<file path="config.mk">
export PLATFORM = sky130hd
export DESIGN_NAME = ntt_sched_ctrl
export DESIGN_NICKNAME = d
export VERILOG_FILES = /design/src/rtl/ntt_pkg.sv /design/src/rtl/ntt_addr_gen.sv /design/src/rtl/ntt_sched_ctrl.sv
export SDC_FILE = /design/constraint.sdc
export NUM_CORES = 1
export LEC_CHECK = 0
export BUFFER_PORTS_ARGS = -buffer_cell sky130_fd_sc_hd__buf_4
export CORE_MARGIN = 1
export CORE_UTILIZATION = 58
export CTS_CLUSTER_SIZE = 30
export DETAILED_ROUTE_END_ITERATION = 6
export PLACE_DENSITY_LB_ADDON = 0.3
export REMOVE_ABC_BUFFERS = 1
export SLEW_MARGIN = 20
export SYNTH_ARGS = -nofsm -noshare
export SYNTH_HDL_FRONTEND = slang
export SYNTH_SLANG_ARGS = --single-unit
</file>
<file path="constraint.sdc">
create_clock -name clk -period 10.75 [get_ports clk]
set_clock_uncertainty 0.05 [all_clocks]
set_input_delay 3.225 -clock clk [delete_from_list [all_inputs] [get_ports clk]]
set_output_delay 3.225 -clock clk [all_outputs]
set_load 0.01 [all_outputs]
</file>
<file path="src/rtl/ntt_pkg.sv">
// Shared Kyber NTT constants, mode and scheduler state types.
// Revision: 1.0
`default_nettype none

package ntt_pkg;

  localparam int KYBER_N          = 256;
  localparam int KYBER_Q          = 3329;
  localparam int NTT_LAYERS       = 7;
  localparam int NTT_BF_PER_LAYER = 128;

  typedef enum logic {
    NTT_FWD = 1'b0,
    NTT_INV = 1'b1
  } ntt_mode_e;

  typedef enum logic [2:0] {
    IDLE  = 3'd0,
    RUN   = 3'd1,
    GAP   = 3'd2,
    DRAIN = 3'd3,
    DONE  = 3'd4
  } ntt_state_e;

endpackage

`default_nettype wire

</file>
<file path="src/rtl/ntt_addr_gen.sv">
// Combinational butterfly address generator: (mode, layer, bcnt) -> (a, b, twiddle index k).
// Revision: 1.0
`default_nettype none

module ntt_addr_gen
  import ntt_pkg::*;
(
  input  ntt_mode_e  i_mode,
  input  logic [2:0] i_layer,
  input  logic [6:0] i_bcnt,
  output logic [7:0] o_addr_a,
  output logic [7:0] o_addr_b,
  output logic [6:0] o_k
);

  logic [2:0] w_s;
  logic [7:0] w_len;
  logic [6:0] w_blk;
  logic [7:0] w_j;

  always_comb begin
    w_s      = (i_mode == NTT_INV) ? (i_layer + 3'd1) : (3'd7 - i_layer);
    w_len    = 8'd1 << w_s;
    // A block holds len butterflies and spans 2*len coefficients.
    w_blk    = i_bcnt >> w_s;
    w_j      = {1'b0, i_bcnt} & (w_len - 8'd1);
    o_addr_a = ({w_blk, 1'b0} << w_s) | w_j;
    o_addr_b = o_addr_a + w_len;
    // Inverse layer 0: 7-bit (1<<7) is 0, so 0-1-blk wraps to 127-blk as intended.
    if (i_mode == NTT_INV) begin
      o_k = (7'd1 << (3'd7 - i_layer)) - 7'd1 - w_blk;
    end else begin
      o_k = (7'd1 << i_layer) + w_blk;
    end
  end

endmodule

`default_nettype wire

</file>
<file path="src/rtl/ntt_sched_ctrl.sv">
// Kyber NTT/INTT butterfly scheduler: drives twiddle ROM address, emits ROM-aligned beats.
// Revision: 1.0
`default_nettype none

module ntt_sched_ctrl
  import ntt_pkg::*;
#(
  parameter int BF_LAT    = 4,
  parameter int LAYER_GAP = BF_LAT
) (
  input  logic       clk,
  input  logic       rst,
  input  logic       i_start,
  input  logic       i_mode,
  input  logic       i_bf_ready,
  output logic [7:0] o_tw_addr,
  output logic       o_bf_valid,
  output logic [7:0] o_addr_a,
  output logic [7:0] o_addr_b,
  output logic       o_bf_inv,
  output logic [2:0] o_layer,
  output logic       o_busy,
  output logic       o_done
);

  localparam int DRAIN_LEN = 1 + BF_LAT;
  localparam int CNT_MAX   = (LAYER_GAP > DRAIN_LEN) ? LAYER_GAP : DRAIN_LEN;
  localparam int CW        = $clog2(CNT_MAX + 1);
  localparam logic [CW-1:0] GAP_LAST   = CW'((LAYER_GAP > 0) ? LAYER_GAP - 1 : 0);
  localparam logic [CW-1:0] DRAIN_LAST = CW'(DRAIN_LEN - 1);

  ntt_state_e r_state, w_state_nxt;
  ntt_mode_e  r_mode;
  logic [2:0] r_layer;
  logic [6:0] r_bcnt;
  logic [CW-1:0] r_cnt;
  logic [7:0] r_tw_hold;
  logic       r_bf_valid;
  logic [7:0] r_addr_a;
  logic [7:0] r_addr_b;
  logic       r_bf_inv;

  logic       w_issue;
  logic       w_layer_end;
  logic       w_last_layer;
  logic       w_layer_inc;
  logic [7:0] w_a;
  logic [7:0] w_b;
  logic [6:0] w_k;
  logic [7:0] w_tw;

  ntt_addr_gen u_addr_gen (
    .i_mode   (r_mode),
    .i_layer  (r_layer),
    .i_bcnt   (r_bcnt),
    .o_addr_a (w_a),
    .o_addr_b (w_b),
    .o_k      (w_k)
  );

  always_comb begin
    w_issue      = (r_state == RUN) && i_bf_ready;
    w_layer_end  = w_issue && (r_bcnt == 7'd127);
    w_last_layer = (r_layer == 3'(NTT_LAYERS - 1));
    w_tw         = {1'(r_mode), w_k};
    w_layer_inc  = 1'b0;
    w_state_nxt  = r_state;
    case (r_state)
      IDLE: if (i_start) w_state_nxt = RUN;
      RUN: begin
        if (w_layer_end) begin
          if (w_last_layer) begin
            w_state_nxt = DRAIN;
          end else if (LAYER_GAP == 0) begin
            w_layer_inc = 1'b1;
          end else begin
            w_state_nxt = GAP;
          end
        end
      end
      GAP: begin
        if (r_cnt == GAP_LAST) begin
          w_state_nxt = RUN;
          w_layer_inc = 1'b1;
        end
      end
      DRAIN: if (r_cnt == DRAIN_LAST) w_state_nxt = DONE;
      DONE:  w_state_nxt = IDLE;
      default: w_state_nxt = IDLE;
    endcase
  end

  always_ff @(posedge clk) begin
    if (rst) begin
      r_state    <= IDLE;
      r_mode     <= NTT_FWD;
      r_layer    <= 3'd0;
      r_bcnt     <= 7'd0;
      r_cnt      <= '0;
      r_tw_hold  <= 8'd0;
      r_bf_valid <= 1'b0;
      r_addr_a   <= 8'd0;
      r_addr_b   <= 8'd0;
      r_bf_inv   <= 1'b0;
    end else begin
      r_state <= w_state_nxt;
      if ((r_state == IDLE) && i_start) begin
        r_mode  <= ntt_mode_e'(i_mode);
        r_layer <= 3'd0;
        r_bcnt  <= 7'd0;
      end
      if (w_layer_inc) r_layer <= r_layer + 3'd1;
      if (((r_state == GAP) || (r_state == DRAIN)) && (w_state_nxt == r_state)) begin
        r_cnt <= r_cnt + CW'(1);
      end else begin
        r_cnt <= '0;
      end
      r_bf_valid <= w_issue;
      if (w_issue) begin
        r_bcnt    <= r_bcnt + 7'd1;
        r_tw_hold <= w_tw;
        r_addr_a  <= w_a;
        r_addr_b  <= w_b;
        r_bf_inv  <= 1'(r_mode);
      end
    end
  end

  // ROM samples the live address in the issue cycle; otherwise it sees the last one.
  assign o_tw_addr  = w_issue ? w_tw : r_tw_hold;
  assign o_bf_valid = r_bf_valid;
  assign o_addr_a   = r_addr_a;
  assign o_addr_b   = r_addr_b;
  assign o_bf_inv   = r_bf_inv;
  assign o_layer    = r_layer;
  assign o_busy     = (r_state != IDLE);
  assign o_done     = (r_state == DONE);

endmodule

`default_nettype wire

</file>
Word-level counts from Yosys, hierarchy flattened
Index checks and enable logic that the tools add are counted.
{ "classes": {"n_eq_ne": 9, "n_bitwise": 3, "magnitude_cmp": 0, "reduce_logical": 10, "n_div": 0, "shift": 5, "mul": 0, "addsub": 9, "mux": 15} }
{ "ops": {"columns": ["op", "count"], "rows": [
  ["$mux W3", 7],
  ["$mux W7", 3],
  ["$shl A1 B3 Y7 const A", 2],
  ["$pmux W3 S4", 1],
  ["$eq A3 B2 Y1 const B", 3],
  ["$eq A3 B3 Y1 const B", 3],
  ["$add A8 B8 Y8", 1],
  ["$and A7 B8 Y8", 1],
  ["$mux W8", 1],
  ["$or A8 B8 Y8", 1],
  ["$shl A1 B3 Y8 const A", 1],
  ["$shl A8 B3 Y8", 1],
  ["$sub A8 B1 Y8 const B", 1],
  ["$add A7 B1 Y7 const B", 1],
  ["$add A7 B7 Y7", 1],
  ["$eq A7 B7 Y1 const B", 1],
  ["$shr A7 B3 Y7", 1],
  ["$sub A7 B1 Y7 const B", 1],
  ["$sub A7 B7 Y7", 1],
  ["$add A3 B1 Y3 const B", 2],
  ["$logic_and A1 B1 Y1", 4],
  ["$reduce_bool A2 Y1", 2],
  ["$eq A3 B1 Y1 const B", 1],
  ["$eq A3 B3 Y1", 1],
  ["7 further kinds", 9]
]} }
{ "totals": {"out_inout_bits": 31, "wordCells": 61, "ff_bits": 43, "rom_bits": 0, "latchBits": 0, "input_bits": 5, "ramBits": 0, "memories": 0} }

Depth between registers and ports, before layout
{ "depth": {"ltp_word": 9, "ltp_mapped": 18, "ltp_nobuf": 16} }

By module
From an unflattened synthesis, not the netlist that was laid out.
{ "hier_totals": {"hier_cells": 400, "hier_area_um2": 3216.8} }
{ "modules_own_cells": {"columns": ["mod", "instances", "cells_per_inst", "area_per_inst_um2", "seq_area_each_um2"], "rows": [
  ["ntt_sched_ctrl", 1, 201, 1773.0, 860.8],
  ["ntt_addr_gen", 1, 199, 1443.9, 0.0]
]} }

Worst setup path after synthesis
OpenSTA, ideal clock, no wires.
{ "synth_path": {"path_kind": "input-to-output", "start": "in i_bf_ready", "end": "out o_tw_addr[6]", "path_buffers": 1, "arrival_time_ns": 4.008, "path_slack_ns": 3.467, "required_time_ns": 7.475, "stages": 4, "cell_sequence": "nand3_1 clkbuf_1 nor3_1 or2_2"} }
{ "synth_via": {"elab_chain_cells": 2} }
{ "synth_lines": {"columns": ["element", "line", "text"], "rows": [
  ["from (decl)", "ntt_sched_ctrl.sv:15", "input logic i_bf_ready,"],
  ["$logic_and A1 B1 Y1", "ntt_sched_ctrl.sv:62", "w_issue = (r_state == RUN) && i_bf_ready;"],
  ["$mux W8", null, null],
  ["to (decl)", "ntt_sched_ctrl.sv:16", "output logic [7:0] o_tw_addr,"]
]} }
No other way between the ends.

Final worst setup path
{ "layout_path": {"start": "reg r_layer[0], in the netlist o_layer[0]", "end": "out o_tw_addr[6]"} }
{ "layout_via": {"elab_chain_cells": 6, "word_cells_on_any_way": 11, "classes_between": "5 x add/sub; 3 x shift; 3 x mux"} }
{ "layout_lines": {"columns": ["element", "line", "text"], "rows": [
  ["from (decl)", "ntt_sched_ctrl.sv:34", "logic [2:0] r_layer;"],
  ["from (signal assigned)", "ntt_sched_ctrl.sv:112", "if (w_layer_inc) r_layer <= r_layer + 3'd1;"],
  ["$sub A3 B3 Y3 or $add A3 B1 Y3 (tied branches)", "ntt_addr_gen.sv:22, ntt_addr_gen.sv:31", null],
  ["$shl A1 B3 Y7 or $mux W3 (tied branches)", "ntt_addr_gen.sv:31, ntt_addr_gen.sv:22", null],
  ["$sub A7 B1 Y7 or $shr A7 B3 Y7 (tied branches)", "ntt_addr_gen.sv:31, ntt_addr_gen.sv:25", null],
  ["$sub A7 B7 Y7 or $add A7 B7 Y7 (tied branches)", "ntt_addr_gen.sv:31, ntt_addr_gen.sv:33", null],
  ["$mux W7 *", "ntt_addr_gen.sv:30", "if (i_mode == NTT_INV) begin"],
  ["$mux W8 *", null, null]
]} }
Every way passes the cells marked *; elsewhere a longest branch is shown, timed or not.

==> metrics.md <==
| Metric | Value |
|---|---|
| Status | `finished clean` |
| DRC Markers | `0` |
| Fin crit period | `8.313 ns` |
| Yosys top cell area share | `0.2825` |
| Setup_tns | `0 ns` |
| Vias | `2783` |
| Num CTS Buffers | `5` |
| Dpl cells | `476` |
| Die Width | `74.48 µm` |
| Yosys top cell by area | `dfxtp_1` |
| Global-route wire length before repair | `10840 µm` |
| Combinational share of power | `0.121` |
| Synth-to-layout area growth | `11.21%` |
| Tightest slew margin relative to the limit | `0.4660` |
| Power per cell area | `90.40 nW/µm²` |
| Final worst-path setup slack | `2.437 ns` |
| Post-synth EDFFs | `0` |
| Site Rows | `26` |
| # IOs | `36` |
| CTS Buffer Depth | `2` |
| Nets | `449` |
| Final Cell Area | `3388 µm²` |
| Die height | `74.48 µm` |
| Setup WS pre-CTS | `2.819 ns` |
| Vias in the first global route | `2424` |
| Final hold vios | `0` |
| Synth Register Bits | `43` |
| Top cells by area, synth | `dfxtp_1 28%, ha_1 11%, nand2_1 6.2%` |
| Worst hold path class | `reg -> reg` |
| CTS clk-pin slew, worst paths | `0.08 ns` |
| Warning count from the yosys run | `0` |
| Final HPWL DP | `4799 µm` |
| Worst Setup Start Kind | `register` |
| Sw Pwr | `0.08339 mW` |
| Net Sw Frac | `0.2722` |
| Hold path endpoint | `r_cnt[0]` |
| Hold_buf cts | `0` |
| Final Power | `0.3063 mW` |
| Kind of critical path | `reg -> out` |
| Final Wtd Congestion | `0.8653` |
| Number of diodes | `0` |
| Layout Utilization | `0.6677` |
| RR Startpoint | `o_layer[0]` |
| Die area | `5547 µm²` |
| Port-buffer cells | `35` |
| Total wire length | `6632 µm` |
| Yosys cell types | `54` |
| Clk Latency, worst-skew pair | `0.30 ns` |
| Max-Cap Viols | `0` |
| RSZ-0062 raised after global routing | `false` |
| R2r setup slk | `6.08 ns` |
| Hold_ws | `0.4043 ns` |
| CTS sink count | `43` |
| CTS tree | `yes` |
| CP endpoint kind | `output pin` |
| Int Pwr | `0.2229 mW` |
| Total track usage | `0.2500` |
| R2R depth | `15` |
| CTS Root Cell | `clkbuf_8` |
| Worst Tran Pin Value | `0.7999 ns` |
| Finished Layout Cells | `484` |
| Antenna-violating nets left | `0` |
| Critical Path RT | `7.48 ns` |
| WP data arrival | `5.04 ns` |
| Largest net degree at the start of global routing | `42` |
| GR Overflow Total | `0` |
| Synth Flop Type | `dfxtp_1` |
| Core ar. | `5075 µm²` |
| Multi-input logic area | `2009 µm²` |
| Starting Density | `0.6003` |
| Post-CTS sizing | `0` |
| Initial antenna violation count | `0` |
| Worst-path fanout max | `24` |
| # H-tree levels | `2` |
| Synth Area per Inst | `7.772 µm²` |
| WL/cell | `13.70 µm` |
| Async S/R FF share, synth | `0` |
| Drt initial violations | `147` |
| Share of cells above drive strength 1 | `0.1449` |
| Routed vias/inst | `5.750` |
| Max Slew Vio Count | `0` |
| Flop pwr share | `0.544` |
| Worst hold start | `r_cnt[0]` |
| Worst hold stages | `1` |
| Max Clock Freq | `120.3 MHz` |
| Seq/Total Area, Yosys | `0.2825` |
| Post-synthesis cell count | `392` |
| 1st-pass router iterations | `4` |
| Fillers | `473` |
| Syn Std Cell Area | `3047 µm²` |
| Setup Buffers After CTS | `0` |
| Placed inst area | `3303 µm²` |
| Clk pwr share | `0.335` |
| Sequential Area | `860.8 µm²` |
| Tcrit/Tclk final | `0.7733` |
| Reg2reg end | `r_tw_hold[6]` |
| Static leakage | `1.438 nW` |
| # setup viols final | `0` |
| Worst IR Drop VDD | `0.07085 mV` |
==> per-layer routing <==
layer	share of wire	vias up	GRT usage
met4	0.012	0	0.08595
met1	0.46	1297	0.3355
met3	0.054	8	0.03388
met2	0.47	76	0.4114
li1	-	1402	-
met5	0	-	0
==> critical path: stages, from the launching register on <==
cell	delay [ns]
dfxtp_1	0.81
clkinv_1	0.48
ha_1	0.49
a21o_1	0.35
mux2i_1	0.28
nor2_1	0.08
a31oi_1	0.19
o21ai_0	0.11
ha_1	0.27
fa_1	0.46
a211oi_1	0.29
o21bai_1	0.11
a21oi_1	0.18
xnor2_1	0.13
nor3_1	0.07
or2_2	0.31
buf_4	0.14
==> power by group through the flow <==
stage / registers [mW] / clock network (mW) / logic (mW)
final: 0.167 / 0.103 / 0.0369
after CTS: 0.167 / 0.106 / 0.0370
after floorplan: 0.170 / 0 / 0.0215
after detailed placement: 0.170 / 0 / 0.0368
after global routing: 0.167 / 0.111 / 0.0410
after global placement: 0.170 / 0 / 0.0362
==> layout by cell type, fill, tap and decap left out, types with 9 or more instances in the layout <==
| cell | n |
|---|---|
| o21ai_0 | 20 |
| xnor2_1 | 9 |
| ha_1 | 28 |
| inv_1 | 17 |
| mux2i_1 | 9 |
| buf_4 | 37 |
| nor2_1 | 45 |
| nor3_1 | 12 |
| a211oi_1 | 12 |
| dfxtp_1 | 43 |
| nor2b_1 | 13 |
| nand3_1 | 10 |
| nand2_1 | 50 |
| a21oi_1 | 32 |
==> synth_stat cells, types with 3 or more instances <==
| master | count |
|---|---|
| xor2_1 | 4 |
| nand3_1 | 10 |
| nor2_1 | 45 |
| a31oi_1 | 3 |
| a21oi_1 | 32 |
| nor2b_1 | 13 |
| a22o_1 | 3 |
| and3_1 | 5 |
| and2_1 | 4 |
| o21bai_1 | 3 |
| nor3_1 | 12 |
| a211oi_1 | 12 |
| a21o_1 | 5 |
| o211ai_1 | 3 |
| xnor2_1 | 9 |
| inv_1 | 17 |
| dfxtp_1 | 43 |
| nand2_1 | 50 |
| fa_1 | 3 |
| a21oi_2 | 3 |
| ha_1 | 28 |
| buf_2 | 9 |
| o21ai_0 | 20 |
| mux2i_1 | 9 |
| buf_4 | 3 |
| clkbuf_1 | 9 |
==> kinds of logic after synthesis <==
group,share of synthesized area
adder cells (fa/ha/maj),0.1347
AND/OR/NAND/NOR,0.2160
XOR/XNOR,0.03737
multiplexers,0.04066
other,0.001231
AO/OA/AOI/OAI,0.2296
buffers and inverters,0.05790
flip-flops,0.2825
==> worst max-delay path by stage <==
| stage | from | end | slack, ns | cells past startpoint |
|---|---|---|---|---|
| final | o_layer[0] | o_tw_addr[6] | 2.44 | 16 |
| after global routing | o_layer[0] | o_tw_addr[6] | 2.05 | 16 |
| after CTS | o_layer[0] | o_tw_addr[6] | 2.48 | 16 |
| after detailed placement | o_layer[0] | o_tw_addr[6] | 2.82 | 16 |
| after global placement | o_layer[0] | o_tw_addr[6] | 2.96 | 16 |
| after floorplan | i_bf_ready | o_tw_addr[6] | 3.00 | 4 |
==> flip-flops by register name (all words and copies together), names as in the netlist <==
signal,count
r_tw_hold,8
r_state,3
o_addr_a,8
r_mode,1
o_layer,3
o_addr_b,8
o_bf_inv,1
r_bcnt,7
o_bf_valid,1
r_cnt,3
==> final cells by class <==
type                       count  share of cell area
tap                           70             0.02585
sequential                    43              0.2541
multi-input combinational    308              0.5931
timing repair buffer          37             0.08198
inverter                      18             0.01994
clock buffer                   6             0.02142
clock inverter                 2            0.003693
Note: power is estimated with default switching activity, not from simulation.
